### config.mk
export PLATFORM = sky130hd
export DESIGN_NAME = core_ctrl_fsm
export DESIGN_NICKNAME = d
export VERILOG_FILES = /design/src/rtl/core_ctrl_fsm.sv
export SDC_FILE = /design/constraint.sdc
export NUM_CORES = 1
export LEC_CHECK = 0
export CAP_MARGIN = 20
export CORE_ASPECT_RATIO = 2
export CORE_MARGIN = 4
export CORE_UTILIZATION = 49
export DETAILED_ROUTE_END_ITERATION = 12
export HOLD_SLACK_MARGIN = 0.15
export PLACE_DENSITY = 0.79
export SYNTH_ARGS = -nofsm -noshare
export SYNTH_HDL_FRONTEND = slang
export SYNTH_SLANG_ARGS = --single-unit
### constraint.sdc
create_clock -name clk -period 2 [get_ports clk]
set_input_delay 0.2 -clock clk [delete_from_list [all_inputs] [get_ports clk]]
set_output_delay 0.2 -clock clk [all_outputs]
set_load 0.05 [all_outputs]
### src/rtl/core_ctrl_fsm.sv
// Multi-cycle RV32I control sequencer: fetch/decode/execute/mem/writeback
// with req/ready memory handshakes guarded by a bounded-wait watchdog.
module core_ctrl_fsm #(
   parameter int WAIT_MAX = 255,
   parameter int CNT_W    = 32
) (
   input  logic             clk,
   input  logic             rst_n,
   input  logic [6:0]       opcode,
   input  logic             imem_ready,
   input  logic             dmem_ready,
   input  logic             branch_taken,
   output logic             imem_req,
   output logic             ir_we,
   output logic             pc_we,
   output logic             pc_src,
   output logic             alu_src_imm,
   output logic             dmem_req,
   output logic             dmem_we,
   output logic             reg_we,
   output logic             wb_sel,
   output logic             illegal_instr,
   output logic             bus_error,
   output logic [2:0]       state_o,
   output logic [CNT_W-1:0] instret
);

   localparam int WW = (WAIT_MAX < 1) ? 1 : $clog2(WAIT_MAX + 1);
   localparam logic [WW-1:0] WMAX = WW'(WAIT_MAX);

   localparam logic [6:0] OP_R      = 7'b0110011;
   localparam logic [6:0] OP_I      = 7'b0010011;
   localparam logic [6:0] OP_LOAD   = 7'b0000011;
   localparam logic [6:0] OP_STORE  = 7'b0100011;
   localparam logic [6:0] OP_BRANCH = 7'b1100011;

   typedef enum logic [2:0] {
      S_IDLE   = 3'd0,
      S_FETCH  = 3'd1,
      S_DECODE = 3'd2,
      S_EXEC   = 3'd3,
      S_MEM    = 3'd4,
      S_WB     = 3'd5,
      S_ERROR  = 3'd7
   } state_t;

   typedef enum logic [2:0] {
      C_R, C_I, C_LOAD, C_STORE, C_BRANCH
   } cls_t;

   state_t            state, state_nxt;
   cls_t              cls, cls_nxt;
   logic [WW-1:0]     cnt, cnt_nxt;
   logic              set_ill, set_bus, retire;

   always_ff @(posedge clk or negedge rst_n) begin
      if (!rst_n) begin
         state         <= S_IDLE;
         cls           <= C_R;
         cnt           <= '0;
         illegal_instr <= 1'b0;
         bus_error     <= 1'b0;
         instret       <= '0;
      end else begin
         state <= state_nxt;
         cls   <= cls_nxt;
         cnt   <= cnt_nxt;
         if (set_ill) illegal_instr <= 1'b1;
         if (set_bus) bus_error <= 1'b1;
         if (retire)  instret <= instret + CNT_W'(1);
      end
   end

   // Counter is zeroed on every transition so it starts clean in FETCH/MEM
   always_comb begin
      state_nxt   = state;
      cls_nxt     = cls;
      cnt_nxt     = '0;
      set_ill     = 1'b0;
      set_bus     = 1'b0;
      retire      = 1'b0;
      imem_req    = 1'b0;
      ir_we       = 1'b0;
      pc_we       = 1'b0;
      pc_src      = 1'b0;
      alu_src_imm = 1'b0;
      dmem_req    = 1'b0;
      dmem_we     = 1'b0;
      reg_we      = 1'b0;
      wb_sel      = 1'b0;
      unique case (state)
         S_IDLE: begin
            state_nxt = S_FETCH;
         end
         S_FETCH: begin
            imem_req = 1'b1;
            if (imem_ready) begin
               ir_we     = 1'b1;
               state_nxt = S_DECODE;
            end else if (cnt == WMAX) begin
               set_bus   = 1'b1;
               state_nxt = S_ERROR;
            end else begin
               cnt_nxt = cnt + WW'(1);
            end
         end
         S_DECODE: begin
            state_nxt = S_EXEC;
            unique case (opcode)
               OP_R:      cls_nxt = C_R;
               OP_I:      cls_nxt = C_I;
               OP_LOAD:   cls_nxt = C_LOAD;
               OP_STORE:  cls_nxt = C_STORE;
               OP_BRANCH: cls_nxt = C_BRANCH;
               default: begin
                  set_ill   = 1'b1;
                  state_nxt = S_ERROR;
               end
            endcase
         end
         S_EXEC: begin
            alu_src_imm = (cls == C_I) || (cls == C_LOAD) ||
                          (cls == C_STORE);
            if (cls == C_BRANCH) begin
               pc_we     = 1'b1;
               pc_src    = branch_taken;
               retire    = 1'b1;
               state_nxt = S_FETCH;
            end else if (cls == C_LOAD || cls == C_STORE) begin
               state_nxt = S_MEM;
            end else begin
               state_nxt = S_WB;
            end
         end
         S_MEM: begin
            dmem_req = 1'b1;
            dmem_we  = (cls == C_STORE);
            if (dmem_ready) begin
               if (cls == C_STORE) begin
                  pc_we     = 1'b1;
                  retire    = 1'b1;
                  state_nxt = S_FETCH;
               end else begin
                  state_nxt = S_WB;
               end
            end else if (cnt == WMAX) begin
               set_bus   = 1'b1;
               state_nxt = S_ERROR;
            end else begin
               cnt_nxt = cnt + WW'(1);
            end
         end
         S_WB: begin
            reg_we    = 1'b1;
            wb_sel    = (cls == C_LOAD);
            pc_we     = 1'b1;
            retire    = 1'b1;
            state_nxt = S_FETCH;
         end
         S_ERROR: begin
            state_nxt = S_ERROR;
         end
         default: begin
            state_nxt = S_IDLE;
         end
      endcase
   end

   assign state_o = state;

endmodule

==> results.py, run 1 <==
metrics = {
    "clock_tree": {
        "cts_tree": "yes",
        "cts.sinks": 48,
        "cts_inserted_buffers": 5,
        "clock_latency_ns": 0.30,
        "htreeDepth": 2,
        "clk_path_buf_depth": 2,
        "path_clk_slew_ns": 0.09,
        "root_buffer": "clkbuf_8",
    },
    "synthesis": {
        "ys_async_sr_fraction": 1.000,
        "ys_ff_latch": 48,
        "synth_cell_types": 46,
        "syn_area_sq_um": 2430,
        "synth_edf_count": 0,
        "synth_area_per_cell_sq_um": 10.30,
        "syn_nets": 250,
        "synth_ff_type": "dfrtp_1",
        "synth_cells": 236,
        "yosysWarnings": 0,
        "yosysSeqAreaShare": 0.4943,
    },
    "setup_path": {
        "cp-end-kind": "primary output",
        "reg2reg_slack_ns": 0.13,
        "startpoint_type": "register",
        "critPathKind": "register to primary output",
        "crit_fanout": 5,
        "critPathRequiredTime_ns": 1.80,
        "critPathArrivalTime_ns": 1.71,
    },
    "worst_hold_path": {
        "hold_class": "input pin to asynchronous set/reset pin",
    },
    "route": {
        "first_pass_iters": 4,
        "drt_iter0_markers": 30,
        "wl_microns": 5459,
        "vias": 1947,
        "ant_nets": 0,
        "drt-wirelength-per-cell_microns": 14.92,
        "drc_errors": 0,
        "viasPerCell": 5.320,
    },
    "grt": {
        "antenna_found_initial": 0,
        "grt_start_max_net_pins": 19,
        "grt.overflow.total": 0,
        "first_global_vias": 2015,
        "gr-usage-all-layers": 0.1947,
        "grt_pass1_wl_microns": 9432,
    },
    "layout": {
        "register_area_sq_um": 1209,
        "final_cell_mix": "clkdlybuf4s50_1 (47), dfrtp_1 (42), nor2_1 (26)",
        "multi_input_area_sq_um": 1182,
        "layout_commonest_cell": "clkdlybuf4s50_1",
        "antenna_cells": 0,
        "final_area_sq_um": 3351,
        "area.growth.synth_to_final_pct": 37.90,
        "final_nets": 322,
        "fin_cells": 366,
        "drive_above_1_share": 0.1780,
        "n_fill_cell": 364,
    },
    "die": {
        "io_pins": 58,
        "core_sq_um": 4820,
        "die_width_microns": 57.80,
        "die_height_microns": 107.6,
        "initial_core_util": 0.5042,
        "die-area_sq_um": 6218,
        "rows": 36,
    },
    "sta": {
        "drv_slew": 0,
        "maxSlewHeadroom": 0.6598,
        "finalSetupViolCount": 0,
        "rsz0062_at_grt": "false",
        "tightest_slew_ns": 0.5086,
        "fin_crit_ns": 1.910,
        "fin_crit_sh": 0.9551,
        "hold_violations": 0,
        "tns_ns": 0,
        "skew_ns": 0.008534,
        "max_freq_mhz": 523.5,
    },
    "place": {
        "place_inst": 356,
        "port_buffers": 57,
        "dpl.hpwl_microns": 4224,
        "dpl_cell_area_sq_um": 3232,
        "gp_congestion": 0.8007,
    },
    "outcome": {
        "status": "finished clean",
    },
    "power": {
        "irDropWorstVdd_mv": 0.5343,
        "leakagePower_nw": 1.427,
        "cellPowerDensity_nw_per_um2": 489.3,
    },
    "job": {
        "maxCapViolations": 0,
    },
}
-- logic make-up (layout without fill, tap and decap cells) --
kind of cell / count (synthesis) / count (layout) / share of synthesized area
adders and majority gates: 2 / 2 / 0.01030
muxes: 1 / 1 / 0.004634
and+or+nand+nor: 103 / 103 / 0.2338
buffers and inverters: 21 / 94 / 0.03347
xor gates and xnor gates: 37 / 37 / 0.1334
AOI/OAI and AO/OA: 24 / 24 / 0.09012
DFF: 48 / 48 / 0.4943
-- what timing repair did --
action | CTS | global route
hold buffers | 1 | 0
setup endpoints to repair | 1 | 1
hold endpoints to repair | 16 | 0
gates resized for setup | 1 | 1
pin swaps | 0 | 1
buffers inserted | 0 | 1
-- worst max-delay path: stages (launching register included) --
cell     delay (ns)
dfrtp_1        0.40
or3b_4         0.44
o22ai_4        0.26
nor2_4         0.08
inv_1          0.10
buf_12         0.14
-- routing by layer --
layer	wire [microns]	vias to the layer above	GRT usage
li1	-	949	-
met1	2067	950	0.2314
met2	3132	38	0.3398
met3	147	10	0.03001
met4	112	0	0.08126
met5	0	-	0
-- per-stage QoR --
| step | worst slack (ns) | hold WS (ns) | power (W) | utilization |
|---|---|---|---|---|
| 2_1_floorplan | -0.03472 | -0.09559 | 0.001008 | - |
| 6_report | 0.08990 | 0.3544 | 0.001640 | 0.6952 |
| 4_1_cts | 0.01959 | 0.3674 | 0.001662 | 0.6926 |
| 3_5_place_dp | 0.01133 | 0.1524 | 0.001061 | 0.6706 |
| 5_1_grt | 0.008646 | 0.3982 | 0.001701 | 0.6952 |
| 3_3_place_gp | 0.06422 | 0.1556 | 0.001060 | 0.6706 |
-- report_power, final --
part | switching, W | leakage, nW | internal [W]
logic | 0.0000377 | 0.783 | 0.0000316
clock network | 0.000317 | 0.0445 | 0.000281
registers | 0.00000115 | 0.600 | 0.000971
-- worst paths after layout --
check                      cells past startpoint          end        start
setup / recovery                               5        pc_we       cls[2]
hold / removal                                 2  instret[17]        rst_n
setup reg to reg                               5  instret[19]       cls[2]
hold reg to reg                                1  instret[31]  instret[31]
max in group asynchronous                      3   state_o[1]        rst_n
min in group clk                               1  instret[31]  instret[31]
-- cell type report --
| cell class | count | share of cell area |
|---|---|---|
| multi-input cells | 167 | 0.3529 |
| inverters | 17 | 0.02128 |
| flip-flops and latches | 48 | 0.3607 |
| repair buffers | 69 | 0.2158 |
| clock buffers | 7 | 0.02577 |
| well taps | 57 | 0.02128 |
| clock inverters | 1 | 0.002240 |
-- Yosys cell counts (2+ instances only) --
cell type,number,area (sq um)
xor2_1,14,122.6
and3_1,7,43.79
a211oi_1,2,15.01
nor2_1,27,101.4
nand3_1,11,55.05
clkbuf_1,2,7.510
a21oi_4,2,32.53
nor3_1,12,60.06
o22a_1,2,17.52
xnor2_1,23,201.4
dfrtp_1,48,1201
nand2_1,15,56.30
a21oi_1,7,35.03
nand4_1,8,50.05
inv_1,16,60.06
ha_1,2,25.02
buf_2,2,10.01
nor4_1,2,12.51
nand2b_1,6,37.54
or2_2,2,12.51
-- flip-flops by register name, summed over array words and instances (netlist names) --
signal	count
state_o	3
cls	3
bus_error	1
instret	32
cnt	8
illegal_instr	1
No activity file was read; power rests on OpenSTA's default activity.
==> run 2: changes to the inputs <==
Settings changed: CORE_MARGIN 4 to 2.
==> run 2 against run 1 <==
Net effect:
- combinational power is essentially flat
- global-route usage grew 2.3 points
- sequential cell count is the same
- sequential power is essentially flat
- sequential share of layout area shrank 0.12 points
- critical endpoint unchanged
- routed wire length shrank 1.8%
- critical path depth is the same
- design area grew 0.34%
- hold slack gained 0.11 ns
- critical path type unchanged
- largest cell class unchanged
- count of clock-buffer cells in the layout is the same
==> results.py, run 2 (same netlist as run 1, synthesis figures left out) <==
metrics = {
    "power": {
        "p_total_w": 0.001643,
        "pwr-share-seq": 0.592,
        "netSwitchingPower_w": 0.0003590,
        "leakagePower_nw": 1.450,
        "switching_share": 0.2185,
        "clkPwrFrac": 0.366,
        "irDropWorstVdd_mv": 0.6847,
        "cellPowerDensity_nw_per_um2": 488.7,
        "intPower_w": 0.001284,
        "combPwrFrac": 0.042,
    },
    "setup_path": {
        "reg2reg_slack_ns": 0.16,
        "critPathKind": "register to primary output",
        "startpoint_type": "register",
        "critPathArrivalTime_ns": 1.72,
        "critPathRequiredTime_ns": 1.80,
        "crit_fanout": 5,
        "cp-end-kind": "primary output",
    },
    "place": {
        "gp_congestion": 0.7731,
        "dpl.hpwl_microns": 4110,
        "port_buffers": 57,
    },
    "die": {
        "io_pins": 58,
        "die-area_sq_um": 5572,
        "initial_core_util": 0.5042,
        "core_sq_um": 4820,
        "die_height_microns": 103.6,
        "die_width_microns": 53.80,
        "rows": 36,
    },
    "job": {
        "maxCapViolations": 0,
    },
    "sta": {
        "hold_slack_ns": 0.4650,
        "drv_slew": 0,
        "max_freq_mhz": 521.2,
        "rsz0062_at_grt": "false",
        "tightest_slew_ns": 0.7215,
        "skew_ns": 0.009547,
        "fin_crit_ns": 1.919,
        "maxSlewHeadroom": 0.5190,
        "fin_crit_sh": 0.9593,
        "hold_violations": 0,
        "finalSetupViolCount": 0,
    },
    "clock_tree": {
        "root_buffer": "clkbuf_8",
        "clock_latency_ns": 0.31,
        "clk_path_buf_depth": 2,
        "cts_inserted_buffers": 5,
        "path_clk_slew_ns": 0.08,
        "htreeDepth": 2,
        "cts.sinks": 48,
        "cts_tree": "yes",
    },
    "grt": {
        "gr-usage-all-layers": 0.2180,
        "grt_start_max_net_pins": 33,
        "antenna_found_initial": 0,
        "grt.overflow.total": 0,
        "grt_pass1_wl_microns": 9039,
        "first_global_vias": 2000,
    },
    "route": {
        "first_pass_iters": 4,
        "ant_nets": 0,
        "vias": 1964,
        "wl_microns": 5359,
        "drc_errors": 0,
        "drt_iter0_markers": 36,
        "drt-wirelength-per-cell_microns": 14.60,
        "viasPerCell": 5.351,
    },
    "layout": {
        "antenna_cells": 0,
        "reg_top3": "instret x32, cnt x8",
        "largest-register": "instret",
        "drive_above_1_share": 0.1806,
        "largest_reg_flops": 32,
        "area.growth.synth_to_final_pct": 38.36,
        "final_nets": 323,
        "layout_commonest_cell": "clkdlybuf4s50_1",
        "final_cell_mix": "clkdlybuf4s50_1 (47), dfrtp_1 (42), nor2_1 (26)",
    },
    "worst_hold_path": {
        "hold_class": "register to register",
    },
    "outcome": {
        "status": "finished clean",
    },
}
## run 2: through the flow
stage,cells,util,setup TNS [ns],cell area [sq um],setup WS [ns]
floorplan,236,-,-0.03472,2475,-0.03472
global placement,357,0.6721,0,3239,0.06734
CTS,367,0.6952,0,3351,0.001334
finish,367,0.6976,0,3362,0.08131
detailed placement,357,0.6721,0,3239,0.02993
global route,367,0.6976,0,3362,0.004574
## run 2: what timing repair did
action,CTS,global route
buffers inserted,1,0
pin swaps,0,1
gates resized for setup,0,2
hold buffers,1,0
hold endpoints to repair,30,0
setup endpoints to repair,1,4
## run 2: cell type report
class                   instances  area, sq um
repair buffers                 70        730.7
inverters                      17        71.32
multi-input cells             167         1186
flip-flops and latches         48         1209
clock buffers                   7        86.33
well taps                      57        71.32
clock inverters                 1        7.507
fillers                       345         1458
## run 2: final timing paths
check | cells after the start | to | start
hold / removal | 1 | instret[31] | instret[31]
hold reg to reg | 1 | instret[31] | instret[31]
setup / recovery | 5 | pc_we | cls[2]
min in group asynchronous | 2 | instret[6] | rst_n
setup reg to reg | 5 | instret[19] | cls[2]
max in group asynchronous | 3 | instret[18] | rst_n
## run 2: worst max-delay path, stage by stage, from the launching register on
cell and delay, ns:
dfrtp_1 0.39, or3b_4 0.44, o22ai_4 0.24, nor2_2 0.10
inv_1 0.11, buf_12 0.14
## run 2: power groups by stage
stage	Sequential, W	Clock [W]	Combinational (W)
6_report	0.000972	0.000602	0.0000693
5_1_grt	0.000973	0.000655	0.0000775
4_1_cts	0.000972	0.000621	0.0000710
3_5_place_dp	0.000992	0	0.0000690
3_3_place_gp	0.000992	0	0.0000678
2_1_floorplan	0.000997	0	0.0000101
## run 2: metal layers
metal	GRT usage	up-vias	share of wire
li1	-	949	-
met1	0.2435	957	0.38
met2	0.3702	42	0.56
met3	0.03602	16	0.031
met4	0.1172	0	0.038
met5	0	-	0
==> run 3: changes to the inputs <==
Settings changed: SLEW_MARGIN set to 30.
==> results of run 3 <==
The final DEF is identical to that of run 2; final timing and power are the same.
